--- src/rtl/counter_6bit_pkg.sv ---
// Shared sine-generator constants: LUT geometry and quarter-wave quadrant encoding.
package counter_6bit_pkg;

    localparam int unsigned LUT_ADDR_W = 6;
    localparam int unsigned LUT_DEPTH  = 64;
    localparam int unsigned QUAD_W     = 2;

    typedef enum logic [QUAD_W-1:0] {
        Q1 = 2'd0,
        Q2 = 2'd1,
        Q3 = 2'd2,
        Q4 = 2'd3
    } quadrant_e;

    // Quadrant advances once per completed sweep and rolls Q4 -> Q1 silently.
    function automatic quadrant_e next_quadrant(input quadrant_e q);
        return quadrant_e'(QUAD_W'(q) + QUAD_W'(1));
    endfunction

endpackage

--- src/rtl/counter_6bit_if.sv ---
// Address/sweep bundle from the sine address counter to the LUT and quadrant controller.
interface counter_6bit_if
    import counter_6bit_pkg::*;
#(
    parameter int unsigned WIDTH = LUT_ADDR_W
);

    logic [WIDTH-1:0]  par_out;
    logic              tc;
    logic              wrap;
    logic [QUAD_W-1:0] wrap_count;

    modport master (
        output par_out,
        output tc,
        output wrap,
        output wrap_count
    );

    modport slave (
        input par_out,
        input tc,
        input wrap,
        input wrap_count
    );

endinterface

--- src/rtl/counter_6bit.sv ---
// Free-running modulo-MODULUS address counter for the sine LUT, with terminal-count
// decode, a one-cycle wrap pulse and a 2-bit sweep (quadrant) counter.
module counter_6bit
    import counter_6bit_pkg::*;
#(
    parameter int unsigned WIDTH       = LUT_ADDR_W,
    parameter int unsigned MODULUS     = LUT_DEPTH,
    parameter int unsigned RESET_VALUE = 0
) (
    input  logic           clk,
    input  logic           rst,
    counter_6bit_if.master cnt
);

    localparam logic [WIDTH-1:0] LAST    = WIDTH'(MODULUS - 1);
    localparam logic [WIDTH-1:0] RST_CNT = WIDTH'(RESET_VALUE);

    // Reject parameter sets the counter cannot represent.
    generate
        if ((MODULUS < 2) || (64'(MODULUS) > (64'(1) << WIDTH))) begin : g_bad_modulus
            $error("counter_6bit: MODULUS must satisfy 2 <= MODULUS <= 2**WIDTH");
        end
        if (RESET_VALUE >= MODULUS) begin : g_bad_reset_value
            $error("counter_6bit: RESET_VALUE must be below MODULUS");
        end
    endgenerate

    logic [WIDTH-1:0] count_q;
    logic [WIDTH-1:0] count_d;
    logic             wrap_q;
    logic             wrap_d;
    quadrant_e        quad_q;
    quadrant_e        quad_d;
    logic             last_c;

    // Next-state: anything at or past the last count restarts the sweep.
    always_comb begin
        last_c  = (count_q >= LAST);
        count_d = count_q + WIDTH'(1);
        wrap_d  = 1'b0;
        quad_d  = quad_q;
        if (last_c) begin
            count_d = '0;
            wrap_d  = 1'b1;
            quad_d  = next_quadrant(quad_q);
        end
    end

    always_ff @(posedge clk) begin
        if (rst) begin
            count_q <= RST_CNT;
            wrap_q  <= 1'b0;
            quad_q  <= Q1;
        end else begin
            count_q <= count_d;
            wrap_q  <= wrap_d;
            quad_q  <= quad_d;
        end
    end

    assign cnt.par_out    = count_q;
    assign cnt.tc         = (count_q == LAST);
    assign cnt.wrap       = wrap_q;
    assign cnt.wrap_count = QUAD_W'(quad_q);

endmodule

--- src/flat_wrapper.sv ---
// flat-port wrapper written by rule: the top's interface ports become plain ports
module counter_6bit_flat import counter_6bit_pkg::*;
#(
    parameter int unsigned WIDTH       = LUT_ADDR_W,
    parameter int unsigned MODULUS     = LUT_DEPTH,
    parameter int unsigned RESET_VALUE = 0
)
  (clk, rst, cnt_par_out, cnt_tc, cnt_wrap, cnt_wrap_count);
  counter_6bit_if #(.WIDTH(WIDTH)) cnt_i ();
  input  logic clk;
  input  logic rst;
  output wire logic [$bits(cnt_i.par_out)-1:0] cnt_par_out;
  output wire logic [$bits(cnt_i.tc)-1:0] cnt_tc;
  output wire logic [$bits(cnt_i.wrap)-1:0] cnt_wrap;
  output wire logic [$bits(cnt_i.wrap_count)-1:0] cnt_wrap_count;
  assign cnt_par_out = cnt_i.par_out;
  assign cnt_tc = cnt_i.tc;
  assign cnt_wrap = cnt_i.wrap;
  assign cnt_wrap_count = cnt_i.wrap_count;
  counter_6bit #(.WIDTH(WIDTH), .MODULUS(MODULUS), .RESET_VALUE(RESET_VALUE)) u_core (.clk(clk), .rst(rst), .cnt(cnt_i));
endmodule
--- config.mk ---
export PLATFORM = sky130hd
export DESIGN_NAME = counter_6bit_flat
export DESIGN_NICKNAME = d
export VERILOG_FILES = /design/src/rtl/counter_6bit_pkg.sv /design/src/rtl/counter_6bit_if.sv /design/src/rtl/counter_6bit.sv /design/src/flat_wrapper.sv
export SDC_FILE = /design/constraint.sdc
export NUM_CORES = 1
export LEC_CHECK = 0
export ABC_CLOCK_PERIOD_IN_PS = 1900
export BUFFER_PORTS_ARGS = -buffer_cell sky130_fd_sc_hd__buf_2
export CAP_MARGIN = 15
export CORE_AREA = 2 2 39 41
export CTS_BUF_LIST = sky130_fd_sc_hd__clkbuf_16
export CTS_CLUSTER_DIAMETER = 150
export DETAILED_ROUTE_END_ITERATION = 8
export DIE_AREA = 0 0 41 43
export HOLD_SLACK_MARGIN = 0.12
export SLEW_MARGIN = 25
export SYNTH_ARGS = -nofsm -noshare
export SYNTH_HDL_FRONTEND = slang
export SYNTH_SLANG_ARGS = --single-unit
export TNS_END_PERCENT = 5
--- constraint.sdc ---
create_clock -name clk -period 1.9 [get_ports clk]
set_input_delay 0.19 -clock clk [delete_from_list [all_inputs] [get_ports clk]]
set_output_delay 0.19 -clock clk [all_outputs]
set_load 0.05 [all_outputs]
After elaboration in Yosys (flattened, before gate mapping):

Cells that the tools add are included.

* word-level logic and storage cells: 9
* register bits after elaboration: 9
* output and inout bits: 10
* bits of input ports: 2

* order comparisons: 1
* multiplexer cells: 1
* eq/ne operators: 1
* reduce and logical (&&, ||, !) cells: 1
* add/sub/neg operators: 2

Operators by type and width (count)
* $add 6x1->6 const B: 1
* $eq 6x6->1 const B: 1
* $ge 6x6->1 const B: 1
* $add 2x1->2 const B: 1
* $reduce_or 2->1: 1
* $mux 1: 1

Depth between registers and ports, before layout:

Gate-level depths: netlist (run 1).

* word-level depth: 2
* depth in mapped cells: 4
* gate-level depth less buffers: 4

Worst setup path after synthesis (run 1):

OpenSTA, ideal clock, no wires.

* kind: register to register
* from: reg u_core.count_q[0] (netlist: u_core.cnt.par_out[0])
* to: reg u_core.quad_q[0] (netlist: u_core.cnt.wrap_count[0])
* data required time: 1.777 ns
* buffers on the path: 0
* cell stages (with the launch flop): 5
* path slack: -0.056 ns
* arrival: 1.833 ns
* period minus slack after synthesis: 1.956 ns
* path through: dfxtp_1 ha_1 nand3_2 nor2_4 mux2_1

* cells in the longest elaborated chain, start to end: 1

Ends and longest elaborated chain
* start: declaration: line counter_6bit.sv:28 `logic [WIDTH-1:0] count_q;`
* start signal: assignment: line counter_6bit.sv:55 `count_q <= count_d;`
* $ge 6x6->1: line counter_6bit.sv:38 `last_c = (count_q >= LAST);`
* end signal: assignment: line counter_6bit.sv:57 `quad_q <= quad_d;`
* end: declaration: line counter_6bit.sv:32 `quadrant_e quad_q;`

No other way between the ends.
A chain may end at the register's enable or synchronous reset.

Worst setup path in the final report (run 1):

* from: reg u_core.count_q[0] (netlist: u_core.cnt.par_out[0])
* to: out cnt_tc

* cells in the longest elaborated chain, start to end: 1

Ends and longest elaborated chain
* $eq 6x6->1: line counter_6bit.sv:62 `assign cnt.tc = (count_q == LAST);`
* end: declaration: line flat_wrapper.sv:13 `output wire logic [$bits(cnt_i.tc)-1:0] cnt_tc;`

No other way between the ends.

==> out/qor.csv, run 1 <==
stage,metric,value,unit
place,pre_cts_ws,0.493,ns
clock_tree,cts_made_buffers,3,
timing,worst_slack,0.253,ns
routing,drt_pass1_iterations,2,
synthesis,synth_top_cells_by_area,"dfxtp_1 (51%), xor2_1 (5.0%), nor3_1 (4.3%)",
timing,totalNegativeSetupSlack,0,ns
global_route,grt-ovfl-total,0,
clock_tree,cts_setup_buffers,0,
finish,fin_cells,65,
clock_tree,cts_sinks,9,
routing,vias,290,
finish,seq_area,183,um2
floorplan,pin_count,12,
critical_path,rr_worst_depth,4,
floorplan,core_region_area,0.00138,mm2
finish,multi_input_area,169,um2
global_route,grt_pass1_wl,1.03,mm
critical_path,r2r_start,u_core.cnt.par_out[0],
critical_path,worstReg2RegEnd,u_core.cnt.wrap_count[0],
outcome,status,"complete, no violations",
min_path,hold_depth,2,
pwr,p_leak,0.217,nW
critical_path,required,1.71,ns
synthesis,synth_cells,35,
synthesis,synth_top_family_by_area,simple AND/OR/NAND/NOR gates,
global_route,antenna_found_initial,0,
timing,maxSlewHeadroom,0.846,
routing,via_per_inst,4.46,
finish,antenna_cells,0,
synthesis,syn_avg_cell_area,10.1,um2
clock_tree,cts_htree_levels,1,
synthesis,synth_mux_area_frac,0.0319,
pwr,switching_share,0.198,
synthesis,synth_top_area_cell,dfxtp_1,
timing,min_period,1.65,ns
clock_tree,cts_resized,0,
synthesis,synth-seq-cells,9,
pwr,p_switching,0.000119,W
timing,fin_crit_sh,0.867,
timing,worst-slew-pin-transition,0.228,ns
place,dp_hpwl,492,um
routing,drc_errors,0,
global_route,grt_max_degree,11,
clock_tree,insertion_delay,0.23,ns
synthesis,ys_warn_count,0,
critical_path,crit_path_max_fanout,6,
pwr,p_clk_frac,0.602,
floorplan,start_util,0.255,
floorplan,die_y,43,um
synthesis,synth_cell_types,19,
global_route,first_global_vias,246,
finish,fillerInstances,141,
global_route,track_usage,0.0964,
synthesis,synth_simple_gate_area_frac,0.259,
timing,rsz0062_at_grt,false,
finish,area_growth,43.3,%
pwr,p_int,0.000480,W
clock_tree,cts_root_buf,clkbuf_16,
critical_path,path_class,reg -> out,
min_path,hp-start,rst,
min_path,min_to,u_core.cnt.wrap_count[1],
routing,ant_nets,0,
routing,wl,713,um
clock_tree,clkSlewWorstSetupHoldPaths,0.04,ns
synthesis,synthXorXnorAreaFrac,0.0745,
critical_path,critPathMaxStageDelay,0.34,ns
timing,setup_viol,0,
floorplan,die_area,0.00176,mm2
finish,fin_nets,53,
floorplan,die_x,41,um
critical_path,arrival,1.46,ns
place,placed_cells,61,
critical_path,worst_path_max_delay_cell,dfxtp_2,
clock_tree,cts_tree,yes,
synthesis,synth_area,353,um2
place,port_buffers,11,
clock_tree,clock_path_buffers,2,
synthesis,synth_compound_area_frac,0.0780,
synthesis,syn-num-nets,38,
routing,drtIter0Drc,2,
flow_run,cap_violations,0,
critical_path,crit_chain,ha_1 > nand3_2 > nor2_4 > buf_2,
synthesis,synth_adder_area_share,0.0355,
synthesis,synth_top_area_share,0.511,
synthesis,ys_seq_area_frac,0.511,
pwr,comb_power_share,0.062,
timing,skew,0.000514,ns
clock_tree,cts_hold_buf,0,
floorplan,row_count,14,
timing,slew_viol_final,0,
critical_path,r2r_slack,0.52,ns
finish,drive_gt1_frac,0.388,
pwr,p_seq_frac,0.336,
critical_path,worstSetupEndpointType,primary output,
pwr,peakVddDrop,0.000342,V
pwr,p_per_area,1190,mW/mm2
place,finalWeightedCongestion,0.677,
timing,fmax,607,MHz
critical_path,startpoint_type,flop,
timing,final_hold_viol_count,0,
routing,wl_per_cell,11.0,um
min_path,hp-class,in -> reg,
-- worst max-delay path by stage --
stage                           from                        to  slack (ns)
2_1_floorplan  u_core.cnt.par_out[3]  u_core.cnt.wrap_count[0]        0.11
3_3_place_gp   u_core.cnt.par_out[0]                    cnt_tc        0.51
3_5_place_dp   u_core.cnt.par_out[0]                    cnt_tc        0.49
4_1_cts        u_core.cnt.par_out[0]                    cnt_tc        0.24
5_1_grt        u_core.cnt.par_out[0]                    cnt_tc        0.16
6_report       u_core.cnt.par_out[0]                    cnt_tc        0.25
-- layer usage --
| layer | vias up | track usage | share of wire | routed length (um) |
|---|---|---|---|---|
| li1 | 149 | - | - | - |
| met1 | 128 | 0.119 | 0.48 | 342 |
| met2 | 9 | 0.109 | 0.42 | 302 |
| met3 | 4 | 0 | 0.032 | 23 |
| met4 | 0 | 0.160 | 0.062 | 44 |
| met5 | - | 0 | 0 | 0 |
-- worst max-delay path: cells and delay by family (launching register included) --
family        cells  cell delay (ns)
fa+ha+maj         1             0.21
simple gates      2             0.38
flops             1             0.34
buf+inv           1             0.29
-- area by class of cell --
type,instances,area share
Clock buffer,3,0.149
Timing Repair Buffer,11,0.109
Tap cell,16,0.0396
Clock inverter,1,0.00743
Sequential cell,9,0.361
Multi-Input combinational cell,25,0.334
-- per-stage QoR --
step                utilization  instance area, um2  hold WS, ns  power (W)
global route              0.365                 505        0.280   0.000615
finish                    0.365                 505        0.272   0.000599
CTS                       0.365                 505        0.266   0.000605
global placement          0.308                 427        0.429   0.000242
floorplan                     -                 355        0.510   0.000234
detailed placement        0.308                 427        0.430   0.000242
-- power groups by stage --
| stage | combinational, W | sequential, W | clock (W) |
|---|---|---|---|
| final | 0.0000373 | 0.000201 | 0.000361 |
| after global routing | 0.0000396 | 0.000202 | 0.000373 |
| after CTS | 0.0000373 | 0.000201 | 0.000367 |
| after detailed placement | 0.0000372 | 0.000205 | 0 |
| after global placement | 0.0000374 | 0.000204 | 0 |
| after floorplan | 0.0000109 | 0.000223 | 0 |
-- synth_stat cells --
library cell  n
dfxtp_1       9
nor2_1        3
nor3_1        3
nand2_1       2
nand3_1       2
or3_1         2
xor2_1        2
a211oi_2      1
a21oi_1       1
clkbuf_1      1
ha_1          1
mux2_1        1
nand3_2       1
nor2_4        1
nor2b_1       1
nor3b_1       1
o21ai_0       1
o21ai_1       1
xnor2_1       1
-- cell usage in the layout (no fill, tap or decap), types with 2 or more instances in the layout --
master / instances
dfxtp_2: 2
dfxtp_1: 7
or3_1: 2
nand3_1: 2
buf_2: 11
xor2_1: 2
clkbuf_16: 3
nor3_1: 3
nand2_1: 2
nor2_1: 3
-- registers in the layout, summed over array words and instances, names as in the netlist --
register,count
u_core.cnt.wrap_count,2
u_core.cnt.wrap,1
u_core.cnt.par_out,6
-- logic make-up after synthesis --
group / after synthesis
and+or+nand+nor: 16
DFF: 9
AOI/OAI and AO/OA: 4
xor gates and xnor gates: 3
buffers and inverters: 1
muxes: 1
adders and majority gates: 1
Power figures use the tool's default switching activity.
==> run 2: changes to the inputs <==
- ABC_CLOCK_PERIOD_IN_PS: 1900 -> 2000
- CELL_PAD_IN_SITES_DETAIL_PLACEMENT: unset -> 1
- CELL_PAD_IN_SITES_GLOBAL_PLACEMENT: unset -> 1
- PLACE_DENSITY_LB_ADDON: unset -> 0.1
- clock period: 1.9 -> 2 ns (I/O delays scaled with it)
==> run 2 against run 1 <==
Sequential power decreased by 5%. Routed wire length increased by 17%. Global-route usage rose by 3.3 points. Register-to-register slack improved by 0.06 ns. First-iteration DRC count shrank 50%. Flip-flop and latch count is the same. Sequential share of layout area is 0.32 points lower. Largest power group unchanged. Highest routed layer unchanged.
==> out/qor.csv, run 2 (same netlist as run 1, synthesis figures left out) <==
stage,metric,value,unit
pwr,p_leak,0.216,nW
critical_path,path_class,reg -> out,
clock_tree,cts_resized,0,
clock_tree,cts_hold_buf,0,
finish,largest_reg_flops,6,
pwr,p_int,0.000457,W
routing,vias,311,
routing,wl_per_cell,12.8,um
routing,drt_pass1_iterations,2,
routing,ant_nets,0,
min_path,hp-class,in -> reg,
timing,skew,0.00251,ns
critical_path,crit_path_max_fanout,6,
timing,fin_crit_sh,0.851,
clock_tree,cts_made_buffers,3,
critical_path,critPathMaxStageDelay,0.36,ns
place,postPlaceCellArea,424,um2
clock_tree,clkSlewWorstSetupHoldPaths,0.04,ns
finish,antenna_cells,0,
global_route,antenna_found_initial,0,
floorplan,die_area,0.00176,mm2
pwr,p_clk_frac,0.610,
place,port_buffers,11,
timing,min_period,1.70,ns
timing,setup_viol,0,
clock_tree,cts_tree,yes,
floorplan,pin_count,12,
global_route,grt_max_degree,11,
global_route,grt-ovfl-total,0,
critical_path,crit_chain,ha_1 > nand3_2 > nor2_4 > buf_2,
pwr,power,0.000580,W
pwr,peakVddDrop,0.000494,V
clock_tree,cts_sinks,9,
clock_tree,cts_htree_levels,1,
critical_path,required,1.80,ns
critical_path,startpoint_type,flop,
clock_tree,cts_root_buf,clkbuf_16,
finish,final_cell_mix,"buf_2 (11), dfxtp_1 (9), nor2_1 (3), nor3_1 (3), clkbuf_16 (3)",
timing,maxSlewHeadroom,0.832,
critical_path,worstSetupEndpointType,primary output,
global_route,track_usage,0.129,
critical_path,arrival,1.50,ns
pwr,p_switching,0.000124,W
floorplan,die_x,41,um
pwr,p_seq_frac,0.328,
floorplan,core_region_area,0.00138,mm2
floorplan,start_util,0.255,
outcome,status,"complete, no violations",
routing,via_per_inst,4.78,
clock_tree,clock_path_buffers,2,
place,dp_hpwl,596,um
clock_tree,cts_setup_buffers,0,
timing,totalNegativeSetupSlack,0,ns
timing,final_hold_viol_count,0,
place,finalWeightedCongestion,0.699,
place,placed_cells,61,
finish,drive_gt1_frac,0.347,
pwr,switching_share,0.213,
timing,rsz0062_at_grt,false,
timing,worst-slew-pin-transition,0.254,ns
critical_path,worst_path_max_delay_cell,dfxtp_1,
finish,stdcell_area,503,um2
floorplan,die_y,43,um
finish,fin_nets,53,
pwr,comb_power_share,0.061,
global_route,grt_pass1_wl,1.35,mm
finish,postLayoutCoreUtil,0.363,
timing,slew_viol_final,0,
finish,area_growth,42.6,%
finish,layout_commonest_cell,buf_2,
pwr,p_per_area,1150,mW/mm2
finish,fin_cells,65,
routing,drc_errors,0,
routing,wl,831,um
floorplan,row_count,14,
clock_tree,insertion_delay,0.24,ns
routing,drtIter0Drc,1,
flow_run,cap_violations,0,
timing,fmax,588,MHz
global_route,first_global_vias,312,
run 2: cell types whose count changed in the layout (fill, tap and decap cells not counted):
| cell | change |
|---|---|
| dfxtp_2 | -2 |
| dfxtp_1 | +2 |
run 2: path summary, 6_finish.rpt:
path | from | end | slack, ns | cells past startpoint
hold / removal | rst | u_core.cnt.par_out[2] | 0.27 | 2
hold reg to reg | u_core.cnt.par_out[0] | u_core.cnt.par_out[0] | 0.49 | 1
setup / recovery | u_core.cnt.par_out[0] | cnt_tc | 0.30 | 4
setup reg to reg | u_core.cnt.par_out[0] | u_core.cnt.wrap_count[0] | 0.58 | 4
run 2: worst max-delay path: cells and delay by family, from the launching register on:
| kind | cells | cell delay (ns) |
|---|---|---|
| simple gates | 2 | 0.39 |
| flops | 1 | 0.36 |
| buf+inv | 1 | 0.29 |
| fa+ha+maj | 1 | 0.22 |
run 2: final cells by class:
type | instances | area [um2]
fill | 174 | 881
clock inverter | 1 | 3.75
timing repair buffer | 11 | 55.1
sequential | 9 | 180
multi-input combinational | 25 | 169
tap | 16 | 20.0
clock buffer | 3 | 75.1
run 2: stage by stage:
| step | setup slack (ns) | hold slack [ns] |
|---|---|---|
| after global routing | 0.209 | 0.305 |
| final | 0.299 | 0.274 |
| after global placement | 0.552 | 0.474 |
| after detailed placement | 0.545 | 0.491 |
| after floorplan | 0.0440 | 0.520 |
| after CTS | 0.281 | 0.273 |
run 2: power groups by stage:
stage	clock, W	combinational [W]	sequential [W]
final	0.000354	0.0000356	0.000190
after floorplan	0	0.0000103	0.000211
after global routing	0.000372	0.0000384	0.000191
after CTS	0.000363	0.0000362	0.000191
after global placement	0	0.0000357	0.000193
after detailed placement	0	0.0000361	0.000193
run 2: metal layers:
metal,vias to the layer above,global-route usage,wire (um)
met4,0,0.140,46
met1,147,0.127,338
met2,10,0.163,375
met3,5,0.0838,70
li1,149,-,-
met5,-,0,0
==> run 3: changes to the inputs <==
- BUFFER_PORTS_ARGS: -buffer_cell sky130_fd_sc_hd__buf_2 -> -buffer_cell sky130_fd_sc_hd__buf_4
- RECOVER_POWER: unset -> 100
==> run 3 against run 2 <==
Register-to-register slack lost 0.06 ns. Final area fell by 3.2%. Hold slack lost 0.060 ns. Largest power group unchanged. Highest routed layer unchanged.
==> out/qor.csv, run 3 (same netlist as run 1, synthesis figures left out) <==
stage,metric,value,unit
floorplan,pin_count,12,
pwr,power,0.000575,W
clock_tree,cts_resized,0,
critical_path,path_class,reg -> out,
critical_path,arrival,1.49,ns
timing,min_period,1.69,ns
finish,final_cell_mix,"clkbuf_1 (9), dfxtp_1 (9)",
place,dp_hpwl,585,um
clock_tree,cts_made_buffers,3,
critical_path,critPathTopFamily,simple AND/OR/NAND/NOR gates,
clock_tree,insertion_delay,0.23,ns
timing,maxSlewHeadroom,0.599,
clock_tree,cts_hold_buf,0,
critical_path,crit_path_max_fanout,6,
critical_path,worstSetupEndpointType,primary output,
clock_tree,cts_htree_levels,1,
global_route,grt_max_degree,11,
floorplan,die_x,41,um
routing,vias,305,
global_route,first_global_vias,323,
clock_tree,cts_setup_buffers,0,
timing,holdWs,0.214,ns
timing,slew_viol_final,0,
routing,drt_pass1_iterations,2,
timing,worst-slew-pin-transition,0.603,ns
critical_path,crit_buf_inv,1,
routing,wl_per_cell,12.5,um
clock_tree,cts_sinks,9,
floorplan,start_util,0.255,
pwr,p_leak,0.178,nW
routing,drtIter0Drc,1,
routing,drc_errors,0,
place,postPlaceCellArea,452,um2
timing,setup_viol,0,
global_route,track_usage,0.126,
critical_path,critPathMaxStageDelay,0.36,ns
flow_run,cap_violations,0,
finish,antenna_cells,0,
routing,wl,814,um
floorplan,die_area,0.00176,mm2
finish,area_growth,37.9,%
outcome,status,"complete, no violations",
place,finalWeightedCongestion,0.635,
pwr,peakVddDrop,0.000566,V
routing,ant_nets,0,
timing,totalNegativeSetupSlack,0,ns
min_path,hp-class,in -> reg,
timing,fin_crit_sh,0.844,
timing,skew,0.000453,ns
floorplan,core_region_area,0.00138,mm2
floorplan,die_y,43,um
timing,final_hold_viol_count,0,
clock_tree,clock_path_buffers,2,
place,port_buffers,11,
critical_path,required,1.80,ns
finish,stdcell_area,487,um2
critical_path,startpoint_type,flop,
critical_path,crit_chain,ha_1 > nand3_1 > nor2_4 > buf_4,
finish,fillerInstances,164,
critical_path,worst_path_max_delay_cell,dfxtp_1,
pwr,p_per_area,1180,mW/mm2
clock_tree,clkSlewWorstSetupHoldPaths,0.04,ns
global_route,grt_pass1_wl,1.37,mm
finish,drive_gt1_frac,0.122,
global_route,antenna_found_initial,0,
routing,via_per_inst,4.69,
floorplan,row_count,14,
global_route,grt-ovfl-total,0,
finish,largest_reg_flops,6,
timing,rsz0062_at_grt,false,
clock_tree,cts_tree,yes,
timing,fmax,592,MHz
finish,fin_nets,53,
clock_tree,cts_root_buf,clkbuf_16,
run 3: power by group:
group	total, W	switching, W	internal, W
sequential	0.000190	0.00000470	0.000186
combinational	0.0000348	0.0000263	0.00000854
clock	0.000350	0.0000885	0.000261
run 3: cell type report:
type | count | area (um2) | share of cell area
repair buffers | 11 | 48.8 | 0.100
flip-flops and latches | 9 | 180 | 0.370
clock inverters | 1 | 3.75 | 0.00771
clock buffers | 3 | 75.1 | 0.154
multi-input cells | 25 | 159 | 0.326
well taps | 16 | 20.0 | 0.0411
run 3: through the flow:
step                      worst slack (ns)   util  cells
after floorplan                     0.0440      -     35
after global placement               0.582  0.326     61
after detailed placement             0.573  0.326     61
after CTS                            0.337  0.383     65
after global routing                 0.198  0.352     65
final                                0.311  0.352     65
run 3: worst paths after layout:
kind / from / end / slack, ns / cells past startpoint
setup reg to reg: u_core.cnt.par_out[0] / u_core.cnt.wrap_count[0] / 0.52 / 4
hold reg to reg: u_core.cnt.par_out[0] / u_core.cnt.par_out[0] / 0.48 / 1
setup / recovery: u_core.cnt.par_out[0] / cnt_tc / 0.31 / 4
hold / removal: rst / u_core.cnt.wrap_count[1] / 0.21 / 2
run 3: metal layers:
metal	GRT usage	share of wire	vias to the layer above
met5	0	0	-
met3	0.0681	0.057	2
met4	0.100	0.029	0
met2	0.184	0.48	9
li1	-	-	148
met1	0.124	0.43	146
